<file path="config.mk">
export PLATFORM = sky130hd
export DESIGN_NAME = seg_capture
export DESIGN_NICKNAME = d
export VERILOG_FILES = /design/src/rtl/seg_capture.sv
export SDC_FILE = /design/constraint.sdc
export NUM_CORES = 1
export LEC_CHECK = 0
export ABC_CLOCK_PERIOD_IN_PS = 6550
export CAP_MARGIN = 20
export CORE_MARGIN = 4
export CORE_UTILIZATION = 57
export CTS_CLUSTER_SIZE = 10
export DETAILED_ROUTE_END_ITERATION = 7
export PLACE_DENSITY = 0.9
export REMOVE_ABC_BUFFERS = 1
export SKIP_LAST_GASP = 1
export SLEW_MARGIN = 0
export SYNTH_ARGS = -nofsm -noshare
export SYNTH_HDL_FRONTEND = slang
export SYNTH_SLANG_ARGS = --single-unit
</file>
<file path="constraint.sdc">
create_clock -name clk -period 6.55 [get_ports clk]
set_clock_uncertainty 0.2 [all_clocks]
set_input_delay 1.965 -clock clk [delete_from_list [all_inputs] [get_ports clk]]
set_output_delay 1.965 -clock clk [all_outputs]
set_load 0.03 [all_outputs]
</file>
<file path="src/rtl/seg_capture.sv">
`default_nettype none
// ----------------------------------------------------------------------------
// seg_capture : multiplexed seven-segment bus monitor -> BCD and h:m:s  (rev 1.0)
// ----------------------------------------------------------------------------
module seg_capture #(
   parameter int P_SETTLE = 4
) (
   input  logic        clk,
   input  logic        rst_n,
   input  logic [6:0]  i_seg,
   input  logic        i_seg_dp,
   input  logic [5:0]  i_seg_enb,
   output logic [23:0] o_digits,
   output logic [5:0]  o_dp,
   output logic [5:0]  o_sec,
   output logic [5:0]  o_min,
   output logic [5:0]  o_hour,
   output logic        o_frame_valid,
   output logic        o_err
);
   typedef enum logic [1:0] {
      S_WAIT   = 2'd0,
      S_SETTLE = 2'd1,
      S_HOLD   = 2'd2
   } state_t;

   localparam logic [7:0] c_settle = 8'(P_SETTLE);

   state_t      r_state, w_state_nxt;
   logic [13:0] r_smp, r_prev;
   logic [7:0]  r_cnt, w_cnt_nxt;
   logic        w_cap;
   logic [5:0]  w_enb_n;
   logic        w_onehot, w_same, w_enb_chg;
   logic [2:0]  w_k;

   logic        r_cap_vld;
   logic [2:0]  r_cap_k;
   logic [6:0]  r_cap_seg;
   logic        r_cap_dp;

   logic [2:0]  r_idx;
   logic [23:0] r_stage;
   logic [5:0]  r_stage_dp;
   logic        r_ferr;

   logic [3:0]  w_dec;
   logic        w_dec_err;
   logic [23:0] w_frame;
   logic [3:0]  w_v [6];
   logic [6:0]  w_sec7, w_min7, w_hour7;
   logic        w_bad;

   assign w_enb_n   = ~r_smp[13:8];
   assign w_onehot  = (w_enb_n != 6'd0) && ((w_enb_n & (w_enb_n - 6'd1)) == 6'd0);
   assign w_same    = (r_smp == r_prev);
   assign w_enb_chg = (r_smp[13:8] != r_prev[13:8]);

   always_comb begin
      w_k = 3'd0;
      for (int i = 0; i < 6; i++)
         if (w_enb_n[i]) w_k = 3'(i);
   end

   // r_cnt holds the number of edges smp has been stable, so entry edges count as 1
   always_comb begin
      w_state_nxt = r_state;
      w_cnt_nxt   = r_cnt;
      w_cap       = 1'b0;
      case (r_state)
         S_WAIT: begin
            if (w_onehot) begin
               w_state_nxt = S_SETTLE;
               w_cnt_nxt   = 8'd1;
            end
         end
         S_SETTLE: begin
            if (!w_onehot) begin
               w_state_nxt = S_WAIT;
               w_cnt_nxt   = 8'd0;
            end else begin
               w_cnt_nxt = w_same ? (r_cnt + 8'd1) : 8'd1;
            end
         end
         S_HOLD: begin
            if (w_enb_chg) begin
               w_state_nxt = w_onehot ? S_SETTLE : S_WAIT;
               w_cnt_nxt   = w_onehot ? 8'd1 : 8'd0;
            end
         end
         default: begin
            w_state_nxt = S_WAIT;
            w_cnt_nxt   = 8'd0;
         end
      endcase
      if ((w_state_nxt == S_SETTLE) && (w_cnt_nxt == c_settle)) begin
         w_cap       = 1'b1;
         w_state_nxt = S_HOLD;
      end
   end

   always_ff @(posedge clk or negedge rst_n) begin
      if (!rst_n) begin
         r_smp     <= {6'h3F, 8'h00};
         r_prev    <= {6'h3F, 8'h00};
         r_state   <= S_WAIT;
         r_cnt     <= 8'd0;
         r_cap_vld <= 1'b0;
         r_cap_k   <= 3'd0;
         r_cap_seg <= 7'd0;
         r_cap_dp  <= 1'b0;
      end else begin
         r_smp     <= {i_seg_enb, i_seg, i_seg_dp};
         r_prev    <= r_smp;
         r_state   <= w_state_nxt;
         r_cnt     <= w_cnt_nxt;
         r_cap_vld <= w_cap;
         r_cap_k   <= w_k;
         r_cap_seg <= r_smp[7:1];
         r_cap_dp  <= r_smp[0];
      end
   end

   always_comb begin
      w_dec_err = 1'b0;
      case (r_cap_seg)
         7'h7E:   w_dec = 4'd0;
         7'h30:   w_dec = 4'd1;
         7'h6D:   w_dec = 4'd2;
         7'h79:   w_dec = 4'd3;
         7'h33:   w_dec = 4'd4;
         7'h5B:   w_dec = 4'd5;
         7'h5F:   w_dec = 4'd6;
         7'h70:   w_dec = 4'd7;
         7'h7F:   w_dec = 4'd8;
         7'h73:   w_dec = 4'd9;
         7'h00:   w_dec = 4'hF;
         default: begin
            w_dec     = 4'hE;
            w_dec_err = 1'b1;
         end
      endcase
   end

   // Frame as it would be with the digit-5 capture in flight; blanks count as zero
   assign w_frame = {w_dec, r_stage[19:0]};

   always_comb begin
      w_bad = r_ferr | w_dec_err;
      for (int i = 0; i < 6; i++) begin
         w_v[i] = (w_frame[4*i +: 4] == 4'hF) ? 4'd0 : w_frame[4*i +: 4];
         if (w_v[i] > 4'd9) w_bad = 1'b1;
      end
      w_sec7  = {3'b000, w_v[1]} * 7'd10 + {3'b000, w_v[0]};
      w_min7  = {3'b000, w_v[3]} * 7'd10 + {3'b000, w_v[2]};
      w_hour7 = {3'b000, w_v[5]} * 7'd10 + {3'b000, w_v[4]};
      if ((w_v[1] > 4'd5) || (w_v[3] > 4'd5) || (w_hour7 > 7'd23)) w_bad = 1'b1;
   end

   always_ff @(posedge clk or negedge rst_n) begin
      if (!rst_n) begin
         r_idx         <= 3'd0;
         r_stage       <= 24'd0;
         r_stage_dp    <= 6'd0;
         r_ferr        <= 1'b0;
         o_digits      <= 24'hFFFFFF;
         o_dp          <= 6'd0;
         o_sec         <= 6'd0;
         o_min         <= 6'd0;
         o_hour        <= 6'd0;
         o_frame_valid <= 1'b0;
         o_err         <= 1'b0;
      end else begin
         o_frame_valid <= 1'b0;
         o_err         <= 1'b0;
         if (r_cap_vld) begin
            if (r_cap_k == 3'd0) begin
               r_stage[3:0]  <= w_dec;
               r_stage_dp[0] <= r_cap_dp;
               r_ferr        <= w_dec_err;
               r_idx         <= 3'd1;
            end else if (r_idx == 3'd0) begin
               // out of sync: silently wait for digit 0
               r_idx <= 3'd0;
            end else if (r_cap_k != r_idx) begin
               o_err <= 1'b1;
               r_idx <= 3'd0;
            end else if (r_cap_k == 3'd5) begin
               r_idx <= 3'd0;
               if (w_bad) begin
                  o_err <= 1'b1;
               end else begin
                  o_digits      <= w_frame;
                  o_dp          <= {r_cap_dp, r_stage_dp[4:0]};
                  o_sec         <= w_sec7[5:0];
                  o_min         <= w_min7[5:0];
                  o_hour        <= w_hour7[5:0];
                  o_frame_valid <= 1'b1;
               end
            end else begin
               r_stage[{r_cap_k, 2'b00} +: 4] <= w_dec;
               r_stage_dp[r_cap_k]            <= r_cap_dp;
               r_ferr                         <= r_ferr | w_dec_err;
               r_idx                          <= r_idx + 3'd1;
            end
         end
      end
   end
endmodule
`default_nettype wire

</file>
# [Word level (Yosys, flattened, before mapping)]
# Cells that the tools add are included.
[totals] register_bits=134 out_inout_bits=50 wordCells=159 in_bits=16
[op_classes] add_sub_neg=7 n_reduce_logical=15 muxes=65 n_lt_le_gt_ge=11 shifts=2 multipliers=3 eq_ne=27 bitwise_logic=8
[op_table] op="== test 7 bit (second input constant)" n=8
[op_table] op="one-hot mux 4 bit (11 select lines)" n=1
[op_table] op="2-to-1 mux 4 bit" n=10
[op_table] op="2-to-1 mux 1 bit" n=33
[op_table] op="2-to-1 mux 8 bit" n=4
[op_table] op="bitwise mux 24 bit" n=1
[op_table] op="== test 4 bit (second input constant)" n=6
[op_table] op="> comparator 4 bit (second input constant)" n=6
[op_table] op="one-hot mux 8 bit (3 select lines)" n=1
[op_table] op="variable shift 4 x 7 -> 24 bit (first input constant)" n=1
[op_table] op="variable part select 4 x 7 -> 24 bit" n=1
[op_table] op="2-to-1 mux 3 bit" n=6
[op_table] op="== test 14 bit" n=1
[op_table] op="== test 7 x 6 -> 1 bit (second input constant)" n=2
[op_table] op="adder 6 x 4 -> 6 bit" n=2
[op_table] op="2-to-1 mux 2 bit" n=6
[op_table] op="OR reduction 11 bit" n=1
[op_table] op="multiplier 4 x 3 -> 5 bit (second input constant)" n=2
[op_table] op="adder 8 x 1 -> 8 bit (second input constant)" n=1
[op_table] op="== test 8 x 3 -> 1 bit (second input constant)" n=1
[op_table] op="> comparator 4 x 3 -> 1 bit (second input constant)" n=2
[op_table] op="adder 7 x 4 -> 7 bit" n=1
[op_table] op="> comparator 7 x 5 -> 1 bit (second input constant)" n=1
[op_table] op="zero test 7 bit" n=1
[op_table] op="28 further kinds" n=39

# [Longest topological paths before layout]
[logic_depth] word_depth=17 ltp_mapped=19 depth_no_buf=16

# [Worst setup path after synthesis]
# Ideal clock, no wire load.
[synth_path] path_kind="register to register" start="register r_cap_seg[2]" end="register o_digits[2]" path_slack_ns=2.639 n_path_buf=3 setup_time_ns=0.085 t_required_ns=6.265 period_less_slack_ns=3.911 stages_incl_launch_ff=18 arrival_time_ns=3.626 path_cell_list="dfrtp_1 -> buf_2 -> or4_1 -> a21oi_1 -> nor2_1 -> nor4_1 -> ha_1 -> inv_1 -> fa_1 -> nand2b_1 -> a21oi_1 -> xor2_1 -> xnor2_1 -> nand4_1 -> nor2_2 -> buf_6 -> buf_6 -> mux2_1"
[synth_between] elab_chain_len=13 word_cells_on_any_way=31 classes_between="add/sub (1); mul (1); order compare (2); eq/ne (11); mux (10); bitwise (2); reduce/logical (4)"
[synth_rtl] element="start: declaration" line="39" rtl="logic [6:0] r_cap_seg;"
[synth_rtl] element="start signal: assignment" line="119" rtl="r_cap_seg <= r_smp[7:1];"
[synth_rtl] element="parallel branches: the longest is 10 deep, another holds adder 7 x 4 -> 7 bit"
[synth_rtl] element="2-to-1 mux 1 bit (*)" line="157" rtl="if ((w_v[1] > 4'd5) || (w_v[3] > 4'd5) || (w_hour7 > 7'd23)) w_bad = 1'b1;"
[synth_rtl] element="inverter 1 bit (no line) (*)"
[synth_rtl] element="AND reduction 6 bit (no line) (*)"
[synth_rtl] element="end signal: assignment" line="193" rtl="o_digits <= w_frame;"
[synth_rtl] element="end: declaration" line="13" rtl="output logic [23:0] o_digits,"
# Every way passes the cells marked *.
# A chain may end at the register's enable or synchronous reset.

# [Worst setup path after layout]
[layout_path] start="register r_cap_seg[2]" end="register o_min[5]"
[layout_between] elab_chain_len=13 word_cells_on_any_way=31 classes_between="add/sub (1); mul (1); order compare (2); eq/ne (11); mux (10); bitwise (2); reduce/logical (4)"
[layout_rtl] element="parallel branches: the longest is 10 deep, another holds adder 7 x 4 -> 7 bit"
[layout_rtl] element="2-to-1 mux 1 bit (*)" line="157"
[layout_rtl] element="inverter 1 bit (no line) (*)"
[layout_rtl] element="AND reduction 6 bit (no line) (*)"
[layout_rtl] element="end signal: assignment" line="196" rtl="o_min <= w_min7[5:0];"
[layout_rtl] element="end: declaration" line="16" rtl="output logic [5:0] o_min,"
# Marks and branches as above.

==> qor.csv <==
metric,value,unit
status,completed,
num_rows,37,
clkSlewWorstSetupHoldPaths,50,ps
finalHoldViolCount,0,
via_count,4384,
cts_tree,yes,
antenna_found_initial,0,
total_power,1.713,mW
overflow,0,
drv_cap,0,
yosys-top-cells-area,"dfrtp_1 (36%), dfstp_2 (16%), mux2_2 (8.1%)",
crit_type,reg -> reg,
cts_inserted_buffers,17,
grt_max_degree,68,
synthCells,529,
cts_setup_buffers,0,
synth_area_leader_cell,dfrtp_1,
fin_tns_setup,0,ps
gp_congestion,0.8727,
cts_resized,0,
yosysTopAreaCellShare,35.60,%
ys_ff_latch,121,
ant_nets,0,
ir_worst_vdd,0.1882,mV
critPathCaptureType,flop,
wl_per_cell,17.20,µm
avgSynthCellArea,11.29,µm²
area_growth,21.80,%
drt-initial-drc-count,246,
finalWirelength,12880,µm
fmax,0.1975,GHz
yosysMostFrequentCell,dfrtp_1,
hold_buffers,0,
synth_ff_type,dfrtp_1,
num-nets-final,643,
cts.path.max_buffers,2,
cts_root_buffer,clkbuf_8,
rsz0062_at_grt,false,
finalCriticalPeriod,5064,ps
antenna_cells,0,
die_w,110.4,µm
finalMaxSlewViolations,0,
ys_async_sr_fraction,100.0,%
core_area,10280,µm²
dieArea,12180,µm²
hold_path.class,reg -> reg,
n_fill_cell,705,
layout-drive-gt1-share,18.92,%
crit_required,6750,ps
port_buffers,65,
synth-edff-count,0,
drc,0,
yosysWarnings,0,
worstPathMaxFanout,34,
power.density,235.4,nW/µm²
cp_data_arrival_time,5260,ps
seq_area_frac_synth,51.43,%
worst_pin_slew,988.3,ps
ios,66,
track_usage,23.04,%
netlist_area,5974,µm²
yosys-top-cells-count,"dfrtp_1 (85), mux2_2 (43), nand2_1 (38), dfstp_2 (36), inv_1 (36)",
die_h,110.4,µm
setup_viol,0,
vias_per_cell,5.853,
dpl.hpwl,8684,µm
clk_latency,510,ps
first_pass_iters,5,
synth_cell_type_count,55,
finalCritPeriodShare,77.32,%
leakagePower,3.226,nW
initial_core_util,58.13,%
grt_pass1_vias,4513,
timing.slew.headroom,33.96,%
cts.sinks,121,
worstSetupStartpointType,flop,
cts_max_level,4,
grt_pass1_wl,21650,µm
## path summary, 6_finish.rpt
check / startpoint / endpoint / slack, ps / depth (start not counted)
min: r_smp[3]$_DFF_PN0_ / r_cap_seg[2]$_DFF_PN0_ / 200 / 0
max in group asynchronous: rst_n / r_stage_dp[0]$_DFFE_PN0P_ / 3620 / 2
max: r_cap_seg[2]$_DFF_PN0_ / o_min[5]$_DFFE_PN0P_ / 1490 / 15
min in group asynchronous: rst_n / o_hour[0]$_DFFE_PN0P_ / 1340 / 1
min reg2reg: r_smp[3]$_DFF_PN0_ / r_cap_seg[2]$_DFF_PN0_ / 200 / 0
max reg2reg: r_cap_seg[2]$_DFF_PN0_ / o_min[5]$_DFFE_PN0P_ / 1490 / 15
## flip-flops by register name, indices dropped and copies added (netlist names), 2 cells and up
register,count
r_cnt,8
o_min,6
r_prev,8
o_digits,24
r_cap_seg,6
r_smp,14
r_stage_dp,5
r_stage,20
r_state,2
r_cap_k,3
o_dp,6
o_sec,6
o_hour,6
r_idx,3
## worst max-delay path: stages (launching register included)
cell      delay (ps)
dfrtp_1          490
or4_1            550
a21oi_1          180
nor2_1           130
nor4_1           200
ha_1             190
inv_1             50
fa_1             500
nand2b_1         160
a21oi_1          160
xor2_1           220
xnor2_1          170
nand4_1          180
nor2_4           800
buf_4            380
mux2_2           360
## layout by cell type, fill, tap and decap left out, types with 6 or more instances in the layout
cell type	netlist	layout
nor2b_1	6	6
clkbuf_16	0	16
a31oi_1	13	13
inv_1	36	36
o21ai_0	21	21
dfrtp_1	85	85
mux2_2	43	43
dfstp_2	36	36
nand2_1	38	38
nand4_1	10	10
nand3_1	24	24
xnor2_1	28	28
nor2_1	28	28
clkdlybuf4s50_1	0	64
mux2_1	20	20
a21oi_1	21	21
ha_1	23	23
xor2_1	9	9
## cells by family (layout without fill, tap and decap cells)
family | after synthesis | count (layout) | synth area share [%]
mux | 65 | 65 | 12.21
buf+inv | 51 | 135 | 3.728
compound gates | 84 | 84 | 8.817
xor+xnor | 37 | 37 | 5.424
simple gates | 144 | 144 | 12.23
flops | 121 | 121 | 51.43
fa+ha+maj | 27 | 27 | 6.157
## power breakdown
| group | internal [mW] | total (mW) | switching, mW |
|---|---|---|---|
| clock | 0.541 | 0.855 | 0.314 |
| combinational | 0.0309 | 0.0761 | 0.0451 |
| sequential | 0.764 | 0.782 | 0.0179 |
| total | 1.34 | 1.71 | 0.377 |
## metrics by stage
stage / hold slack [ps] / setup slack [ps] / utilization, % / cells / area [µm²]
floorplan: 172.7 / 1649 / - / 514 / 5887
global placement: 183.9 / 1760 / 65.44 / 717 / 6725
detailed placement: 183.3 / 1568 / 65.44 / 717 / 6725
CTS: 196.1 / 1529 / 70.81 / 749 / 7277
global route: 206.8 / 1297 / 70.81 / 749 / 7277
finish: 198.7 / 1486 / 70.81 / 749 / 7277
## routing by layer
metal | wire [µm] | up-vias | part of all wire [%] | GRT usage, %
met1 | 5150 | 2201 | 40 | 27.84
met3 | 587 | 33 | 4.6 | 4.426
met5 | 0 | - | 0 | 0
li1 | - | 2011 | - | -
met2 | 6825 | 139 | 53 | 40.55
met4 | 320 | 0 | 2.5 | 9.235
## area by class of cell
cell class,instances,area [µm²],area share [%]
inverter,36,135.1,1.857
multi-input combinational,357,2684,36.88
clock buffer,25,484.2,6.654
sequential,121,3073,42.23
tap,136,170.2,2.338
timing repair buffer,67,663.1,9.113
clock inverter,7,67.56,0.9285
Power figures use the tool's default switching activity.
